### src/rtl/decoder_pkg.sv
// Shared widths, state encoding and parity helper for the 3-to-8 pulse decoder.
package decoder_pkg;

  localparam int CODE_W = 3;
  localparam int OUT_W  = 8;

  typedef logic [0:0] dec_state_t;
  localparam dec_state_t IDLE = 1'b0;
  localparam dec_state_t HOLD = 1'b1;

  // Odd parity over code and parity bit: true when the total count of ones is odd.
  function automatic logic odd_parity_ok(input logic [CODE_W-1:0] code, input logic par);
    return ^{code, par};
  endfunction

endpackage

### src/rtl/decoder_3x8_pulse_onehot.sv
// Pure combinational binary-to-one-hot map used by decoder_3x8_pulse.
module onehot_dec_3x8
  import decoder_pkg::*;
(
  input  logic [CODE_W-1:0] bin,
  output logic [OUT_W-1:0]  onehot
);

  // Table form keeps the output provably one-hot for every legal code.
  always_comb begin
    onehot = 8'h00;
    case (bin)
      3'd0:    onehot = 8'h01;
      3'd1:    onehot = 8'h02;
      3'd2:    onehot = 8'h04;
      3'd3:    onehot = 8'h08;
      3'd4:    onehot = 8'h10;
      3'd5:    onehot = 8'h20;
      3'd6:    onehot = 8'h40;
      3'd7:    onehot = 8'h80;
      default: onehot = 8'h00;
    endcase
  end

endmodule

### src/rtl/decoder_3x8_pulse.sv
// Registered 3-to-8 one-hot decoder with valid/ready input and programmable hold time.
// Optional odd-parity checking on the input code is enabled by defining DEC_PARITY_EN.
module decoder_3x8_pulse
  import decoder_pkg::*;
#(
  parameter int HOLD_CYCLES = 4
) (
  input  logic              clk,
  input  logic              rst,
  input  logic              en,
  input  logic [CODE_W-1:0] bin_in,
  input  logic              in_valid,
  output logic              in_ready,
  output logic [OUT_W-1:0]  dec_out,
  output logic              busy,
`ifdef DEC_PARITY_EN
  input  logic              par_in,
  output logic              err,
`endif
  output logic              done
);

  localparam int CNT_W = $clog2(HOLD_CYCLES + 1);

  dec_state_t           state_r, state_s;
  logic [CNT_W-1:0]     cnt_r, cnt_s;
  logic [OUT_W-1:0]     dec_r, dec_s;
  logic                 busy_r, busy_s;
  logic                 done_r, done_s;
  logic                 err_r, err_s;
  logic [OUT_W-1:0]     onehot_s;
  logic                 xfer_s;
  logic                 par_ok_s;

  onehot_dec_3x8 u_onehot (
    .bin    (bin_in),
    .onehot (onehot_s)
  );

  assign in_ready = (state_r == IDLE) & en;
  assign xfer_s   = in_valid & in_ready;

`ifdef DEC_PARITY_EN
  assign par_ok_s = odd_parity_ok(bin_in, par_in);
  assign err      = err_r;
`else
  assign par_ok_s = 1'b1;
`endif

  assign dec_out = dec_r;
  assign busy    = busy_r;
  assign done    = done_r;

  // Next-state logic: an even-parity transfer is consumed without entering HOLD.
  always_comb begin
    state_s = state_r;
    cnt_s   = cnt_r;
    dec_s   = dec_r;
    busy_s  = busy_r;
    done_s  = 1'b0;
    err_s   = 1'b0;
    case (state_r)
      IDLE: begin
        dec_s  = 8'h00;
        busy_s = 1'b0;
        if (xfer_s) begin
          if (par_ok_s) begin
            dec_s   = onehot_s;
            cnt_s   = CNT_W'(HOLD_CYCLES - 1);
            state_s = HOLD;
            busy_s  = 1'b1;
          end else begin
            err_s = 1'b1;
          end
        end else begin
          state_s = IDLE;
        end
      end
      HOLD: begin
        busy_s = 1'b1;
        // Abort wins over normal completion, so done is never pulsed on an abort.
        if (!en) begin
          dec_s   = 8'h00;
          state_s = IDLE;
          busy_s  = 1'b0;
        end else if (cnt_r == {CNT_W{1'b0}}) begin
          dec_s   = 8'h00;
          state_s = IDLE;
          busy_s  = 1'b0;
          done_s  = 1'b1;
        end else begin
          cnt_s = cnt_r - CNT_W'(1);
        end
      end
      default: begin
        state_s = IDLE;
        dec_s   = 8'h00;
        busy_s  = 1'b0;
        cnt_s   = {CNT_W{1'b0}};
      end
    endcase
  end

  // State and output registers with asynchronous clear.
  always_ff @(posedge clk or posedge rst) begin
    if (rst) begin
      state_r <= IDLE;
      cnt_r   <= {CNT_W{1'b0}};
      dec_r   <= 8'h00;
      busy_r  <= 1'b0;
      done_r  <= 1'b0;
      err_r   <= 1'b0;
    end else begin
      state_r <= state_s;
      cnt_r   <= cnt_s;
      dec_r   <= dec_s;
      busy_r  <= busy_s;
      done_r  <= done_s;
      err_r   <= err_s;
    end
  end

`ifndef DEC_PARITY_EN
  logic unused_err_s;
  assign unused_err_s = err_r;
`endif

endmodule
### config.mk
export PLATFORM = sky130hd
export DESIGN_NAME = decoder_3x8_pulse
export DESIGN_NICKNAME = d
export VERILOG_FILES = /design/src/rtl/decoder_pkg.sv /design/src/rtl/decoder_3x8_pulse_onehot.sv /design/src/rtl/decoder_3x8_pulse.sv
export SDC_FILE = /design/constraint.sdc
export NUM_CORES = 1
export LEC_CHECK = 0
export CAP_MARGIN = 0
export CORE_MARGIN = 2
export CORE_UTILIZATION = 35
export CTS_BUF_LIST = sky130_fd_sc_hd__clkbuf_4 sky130_fd_sc_hd__clkbuf_8
export DETAILED_ROUTE_END_ITERATION = 12
export MAX_ROUTING_LAYER = met4
export PLACE_DENSITY_LB_ADDON = 0.15
export SYNTH_ARGS = -nofsm -noshare
export SYNTH_HDL_FRONTEND = slang
export SYNTH_HIERARCHICAL = 1
export SYNTH_SLANG_ARGS = --single-unit
### constraint.sdc
create_clock -name clk -period 1.5 [get_ports clk]
set_clock_uncertainty 0.2 [all_clocks]
set_input_delay 0.15 -clock clk [delete_from_list [all_inputs] [get_ports clk]]
set_output_delay 0.15 -clock clk [all_outputs]
set_load 0.01 [all_outputs]
==> out/summary.txt <==
outcome: complete, but fails checks
failing checks: hold timing
Worst slew margin: 0.670
Hold Crit Class: input port to asynchronous set/reset pin
Die ar.: 2080 um^2
number of global-route vias before repair: 435
antenna violations before repair: 0
CTS tree: built
die span in y: 45.6 um
Die Width: 45.6 um
min Tclk post-route: 1.45 ns
Initial Util: 0.363
WL met2: 580 um
Worst-path clk slew: 0.08 ns
Clock Tree Buf Depth: 2
Peak VDD IR: 0.674 mV
GP Congestion: 0.781
nature of the critical path startpoint: register
Min Hold Slack: -0.00132 ns
Yosys top cell area share: 0.537
Synth cell types: 20
Hold Violations, Final: 2
Clock Latency Late Sink: 0.27 ns
leakage power figure: 0.000489 uW
Layout area overhead: 45.2%
ranking of synthesized cells by area: dfrtp_1 (54%), a22o_1 (12%), and3b_2 (5.0%)
maxcap violations: 0
met3 wire length: 58 um
fin util: 0.527
Clock Tree Root: clkbuf_4
final worst slack: 0.0469 ns
FILL cells: 162
# DRC: 0
Sw Share: 0.279
Seq/Total Area, Yosys: 0.537
GRT Residual Overflow: 0
Fmax: 688 MHz
Crit path max-delay family: flip-flops
Critical Path RT: 1.46 ns
first-pass GRT wire length: 1840 um
Clock power frac: 0.270
Place WS: -0.131 ns
PD cells: 980 nW/um^2
crit path kind: register to register
CP max-delay cell: dfrtp_1
Post-Syn Nets: 59
detailed router's first-iteration violation count: 1
CP Buf/Inv Count: 2
WL met1: 544 um
reg2reg start: cnt_r[0]
All-Layer GR Usage: 0.134
layout cells sized above 1: 0.253
WL/cell: 12.4 um
Synth Instances: 50
unrepaired setup endpoints after global routing: no
CTS hold repair buffers: 0
Post-DP HPWL: 856 um
critical path cell sequence: inv_1 -> ha_1 -> a21oi_2 -> buf_4 -> a22o_1
Pre-antenna DRT Iters: 4
number of diodes: 0
max-slew violation count: 0
flops & latches, synth: 13
Top-Level Pins: 18
Critical Path AT: 1.41 ns
Inserted Clock Buffers: 3
fin crit share: 0.969
max incr delay on CP: 0.40 ns
nets: 89
setup TNS: 0 ns
final WL: 1190 um
Syn Area/Cell: 12.1 um^2
Core Area: 1670 um^2
YS warnings: 6
P_int: 621 uW
cell taking the most area after synthesis: dfrtp_1
Worst Tran Pin Value: 0.495 ns
Via density: 5.08
sw power: 241 uW
CTS Sinks: 13
CP startpoint: cnt_r[0]
Reg power frac: 0.477
Logic pwr share: 0.253
Setup crit end kind: register
DR vias: 488
largest net degree at the start of global routing: 14
setup violators final: 0
DRT antenna net count: 0
highest metal used: met4
Port Buffers: 17
critical-path maximum fanout: 6
Netlist Area Pre-Place: 606 um^2
CTS HTree Levels: 1
floorplan row count: 15
[cell families after synthesis]
logic type,after synthesis,share of synthesized area
mux,1,0.0165
compound gates,13,0.182
simple gates,15,0.174
buf+inv,6,0.0496
flops,13,0.537
fa+ha+maj,2,0.0413
[cells in the mapped netlist, drive strengths merged]
master	number
and2b	1
a311oi	2
nand2	1
nor3b	3
a21oi	2
nand2b	1
buf	2
nor3	1
a22o	8
ha	2
dfrtp	13
or2	1
mux2i	1
inv	4
and3b	4
nor2	2
a31o	1
and3	1
[final timing paths]
check	end	slack [ns]	depth (start not counted)
min	done	-0.001	2
max in group asynchronous	dec_out[4]	0.77	2
max	dec_out[1]	0.05	5
max reg2reg	dec_out[1]	0.05	5
min in group clk	cnt_r[0]	0.28	1
min reg2reg	cnt_r[0]	0.28	1
[routing by layer]
layer,vias up,track usage
li1,241,-
met1,231,0.159
met2,14,0.197
met3,2,0.0595
met4,0,0.0529
met5,-,-
[stage by stage]
step | instances | power, uW | area [um^2]
floorplan | 50 | 538 | 606
global placement | 92 | 645 | 857
detailed placement | 92 | 646 | 857
CTS | 96 | 878 | 875
global route | 96 | 922 | 880
finish | 96 | 862 | 880
[power groups by stage]
stage / Clock [uW] / Sequential (uW) / Combinational [uW]
after floorplan: 0 / 419 / 119
after global placement: 0 / 418 / 227
after detailed placement: 0 / 418 / 228
after CTS: 246 / 411 / 221
after global routing: 259 / 415 / 248
final: 233 / 411 / 218
[flip-flops by register name, indices dropped and copies added, names as in the netlist]
signal   cells
busy         1
cnt_r        3
dec_out      8
done         1
[cell type report]
cell class	count	area, um^2	share of cell area
inverter	4	15.0	0.0171
multi-input combinational	31	251	0.286
timing repair buffer	27	236	0.269
tap	17	21.3	0.0242
clock buffer	4	30.0	0.0341
sequential	13	325	0.370
[what timing repair did]
| item | 4_1_cts | 5_1_grt |
|---|---|---|
| buffers inserted | 0 | 0 |
| gates resized for setup | 10 | 3 |
| setup endpoints to repair | 10 | 4 |
[placed cells by master, fill, tap and decap left out, types with 2 or more instances in the layout]
master	n
a311oi_1	2
inv_1	4
buf_4	10
nor3b_1	3
and3b_2	4
nor2_1	2
ha_1	2
clkbuf_4	4
dlygate4sd2_1	9
dfrtp_1	13
clkdlybuf4s50_1	6
a22o_1	8
No activity file was read; power rests on OpenSTA's default activity.
==> RTL change: new RTL, config.mk and constraints unchanged <==
Build with the macro `DEC_PARITY_EN` defined.
--- a/src/rtl/decoder_3x8_pulse.sv
+++ b/src/rtl/decoder_3x8_pulse.sv
@@ -1,4 +1,6 @@
 // Registered 3-to-8 one-hot decoder with valid/ready input and programmable hold time.
 // Optional odd-parity checking on the input code is enabled by defining DEC_PARITY_EN.
+`define DEC_PARITY_EN
+
 module decoder_3x8_pulse
   import decoder_pkg::*;
Interface: changed (added err and par_in); port bits go from 18 to 20. No check against the original RTL was run, so the function may have changed too.
==> RTL change against the unedited design <==
- area after synthesis grew 13%
- routed wire length grew 24%
- total power grew 17%
- non-clock buffer count grew 5
- fmax grew 0.70%
- sequential cell count grew 1
- setup slack gained 10 ps
- design area grew 19%
==> RTL change: results (changes against the unedited design) <==
metric;value;unit;change
power.internal;0.000726;W;+17%
synth_fp_nets;67;;+14%
place_inst;110;;+20%
power.sequential.total;0.000437;W;+6.3%
detailed_place.area;972;sq um;+13%
worst_hold_path.num_cells;1;;
timing.final.hold_violations;0;;-2
primary_flip_flop_cell_chosen_by_synthesis_mapping;sky130_fd_sc_hd__dfrtp_1;;
final_layout_size_suffix_gt1_share;33.7;%;+8.4 points
placement.setup.worst_slack;-279;ps;-148 ps
half_perimeter_wire_length_after_placement;997;microns;+16%
yosys_warnings;6;;unchanged
seqPwrFrac;43.3;%;-4.4 points
grt_antenna_before_repair;0;;unchanged
critical_path.reg2reg.startpoint;cnt_r[1]$_DFFE_PP0P_;;
io_buffers;19;;+2
via_count_of_the_first_global_routing_pass;526;;+21%
synthesis.instances;57;;+14%
fillers;165;;+1.9%
clkLatencyLatePin;280;ps;
slew_headroom;82.4;%;+15 points
final-max-slew-violation-count;0;;unchanged
largest_reg_flops;8;;unchanged
crit_fanout;6;;unchanged
whs_endpoint;dec_out[1]$_DFFE_PP0P_;;
synth.cells.most_frequent;sky130_fd_sc_hd__dfrtp_1 (14), sky130_fd_sc_hd__a22o_1 (8), sky130_fd_sc_hd__inv_1 (4), sky130_fd_sc_hd__nor3b_1 (4), sky130_fd_sc_hd__and3b_2 (3);;
place.gp.congestion;0.727;;-6.9%
p_leak;0.542;nW;+11%
diodes;0;;unchanged
worst-r2r-cell-count;5;;unchanged
grtUsageMet1;18.6;%;+2.7 points
ys_types;24;;+20%
detailroute.via_count;550;;+13%
clk_transition_reported_paths;80;ps;about the same
worst_ir_drop_vdd;602;uV;-11%
synth_sequential_area_ratio;51.2;%;-2.5 points
grt.met2_usage;22.9;%;+3.2 points
finalNetCount;103;;+16%
grt_max_degree;15;;+1
cts_buffers;3;;unchanged
cts.htree.levels;1;;unchanged
timing.critical_path.arrival;1470;ps;+60 ps
avgRoutedWirePerCell;12.6;microns;+1.5%
dr.first_iter.drc_count;13;;+12
critical_path.reg2reg.endpoint;cnt_r[1]$_DFFE_PP0P_;;
reg2reg_setup_slack;70;ps;+20 ps
synthArstFlopShare;100;%;unchanged
gr-total-overflow;0;;unchanged
vias_per_cell;4.70;;-7.5%
hold_path.startpoint;dec_out[1]$_DFFE_PP0P_;;
gr-usage-all-layers;16.1;%;+2.7 points
grt_first_pass_wirelength;2.33;mm;+26%
final.hold.worst_slack;312;ps;+313 ps
grt_util_met3;6.67;%;+0.71 points
yosys-top-cells-area;sky130_fd_sc_hd__dfrtp_1 (51%), sky130_fd_sc_hd__a22o_1 (10%), sky130_fd_sc_hd__and3b_2 (4.4%), sky130_fd_sc_hd__nor3b_1 (4.4%), sky130_fd_sc_hd__ha_1 (3.7%);;
powerComb;0.000303;W;+39%
outcome;finished, final reports clean;;
min_path_type;flop to flop;;
-- RTL change: logic make-up after synthesis --
group / share of synthesized area (%)
AND/OR/NAND/NOR: 19.6
flip-flops: 51.2
AO/OA/AOI/OAI: 17.2
buffers and inverters: 4.57
XOR/XNOR: 3.84
adder cells (fa/ha/maj): 3.66
-- RTL change: how the worst max path moves through the flow --
stage,slack (ps),cells after the start,endpoint,start
2_1_floorplan,7,6,cnt_r[1]$_DFFE_PP0P_,cnt_r[0]$_DFFE_PP0P_
3_3_place_gp,-250,5,dec_out[7]$_DFFE_PP0P_,bin_in[1]
3_5_place_dp,-280,5,dec_out[0]$_DFFE_PP0P_,bin_in[1]
4_1_cts,0.9,5,cnt_r[0]$_DFFE_PP0P_,cnt_r[0]$_DFFE_PP0P_
5_1_grt,0.1,5,dec_out[7]$_DFFE_PP0P_,bin_in[1]
6_report,60,5,dec_out[1]$_DFFE_PP0P_,bin_in[1]
-- RTL change: timing repair --
item                       4_1_cts  5_1_grt
cloned                           0        1
resized for setup               13        7
hold endpoints to repair        14        0
hold buffers                     1        0
setup endpoints to repair       14       13
setup buffers                    1        0
pin swaps                        1        2
-- RTL change: area by class of cell --
class	count	area, sq um	share of cell area [%]
repair buffers	32	280	26.7
flip-flops and latches	14	350	33.4
multi-input cells	38	335	32.0
inverters	4	15.0	1.43
well taps	25	31.3	2.98
clock buffers	4	36.3	3.46
-- RTL change: worst max-delay path: stages --
cell	delay (ps)
sky130_fd_sc_hd__clkdlybuf4s50_1	440
sky130_fd_sc_hd__xor2_1	180
sky130_fd_sc_hd__xnor2_1	250
sky130_fd_sc_hd__nor2b_4	290
sky130_fd_sc_hd__a22o_1	150
-- RTL change: routing by layer --
metal  share of wire, %  routed length [microns]
met1                 46                      674
met2                 48                      701
met3                4.3                       64
met4                2.4                       35
met5                  0                        0
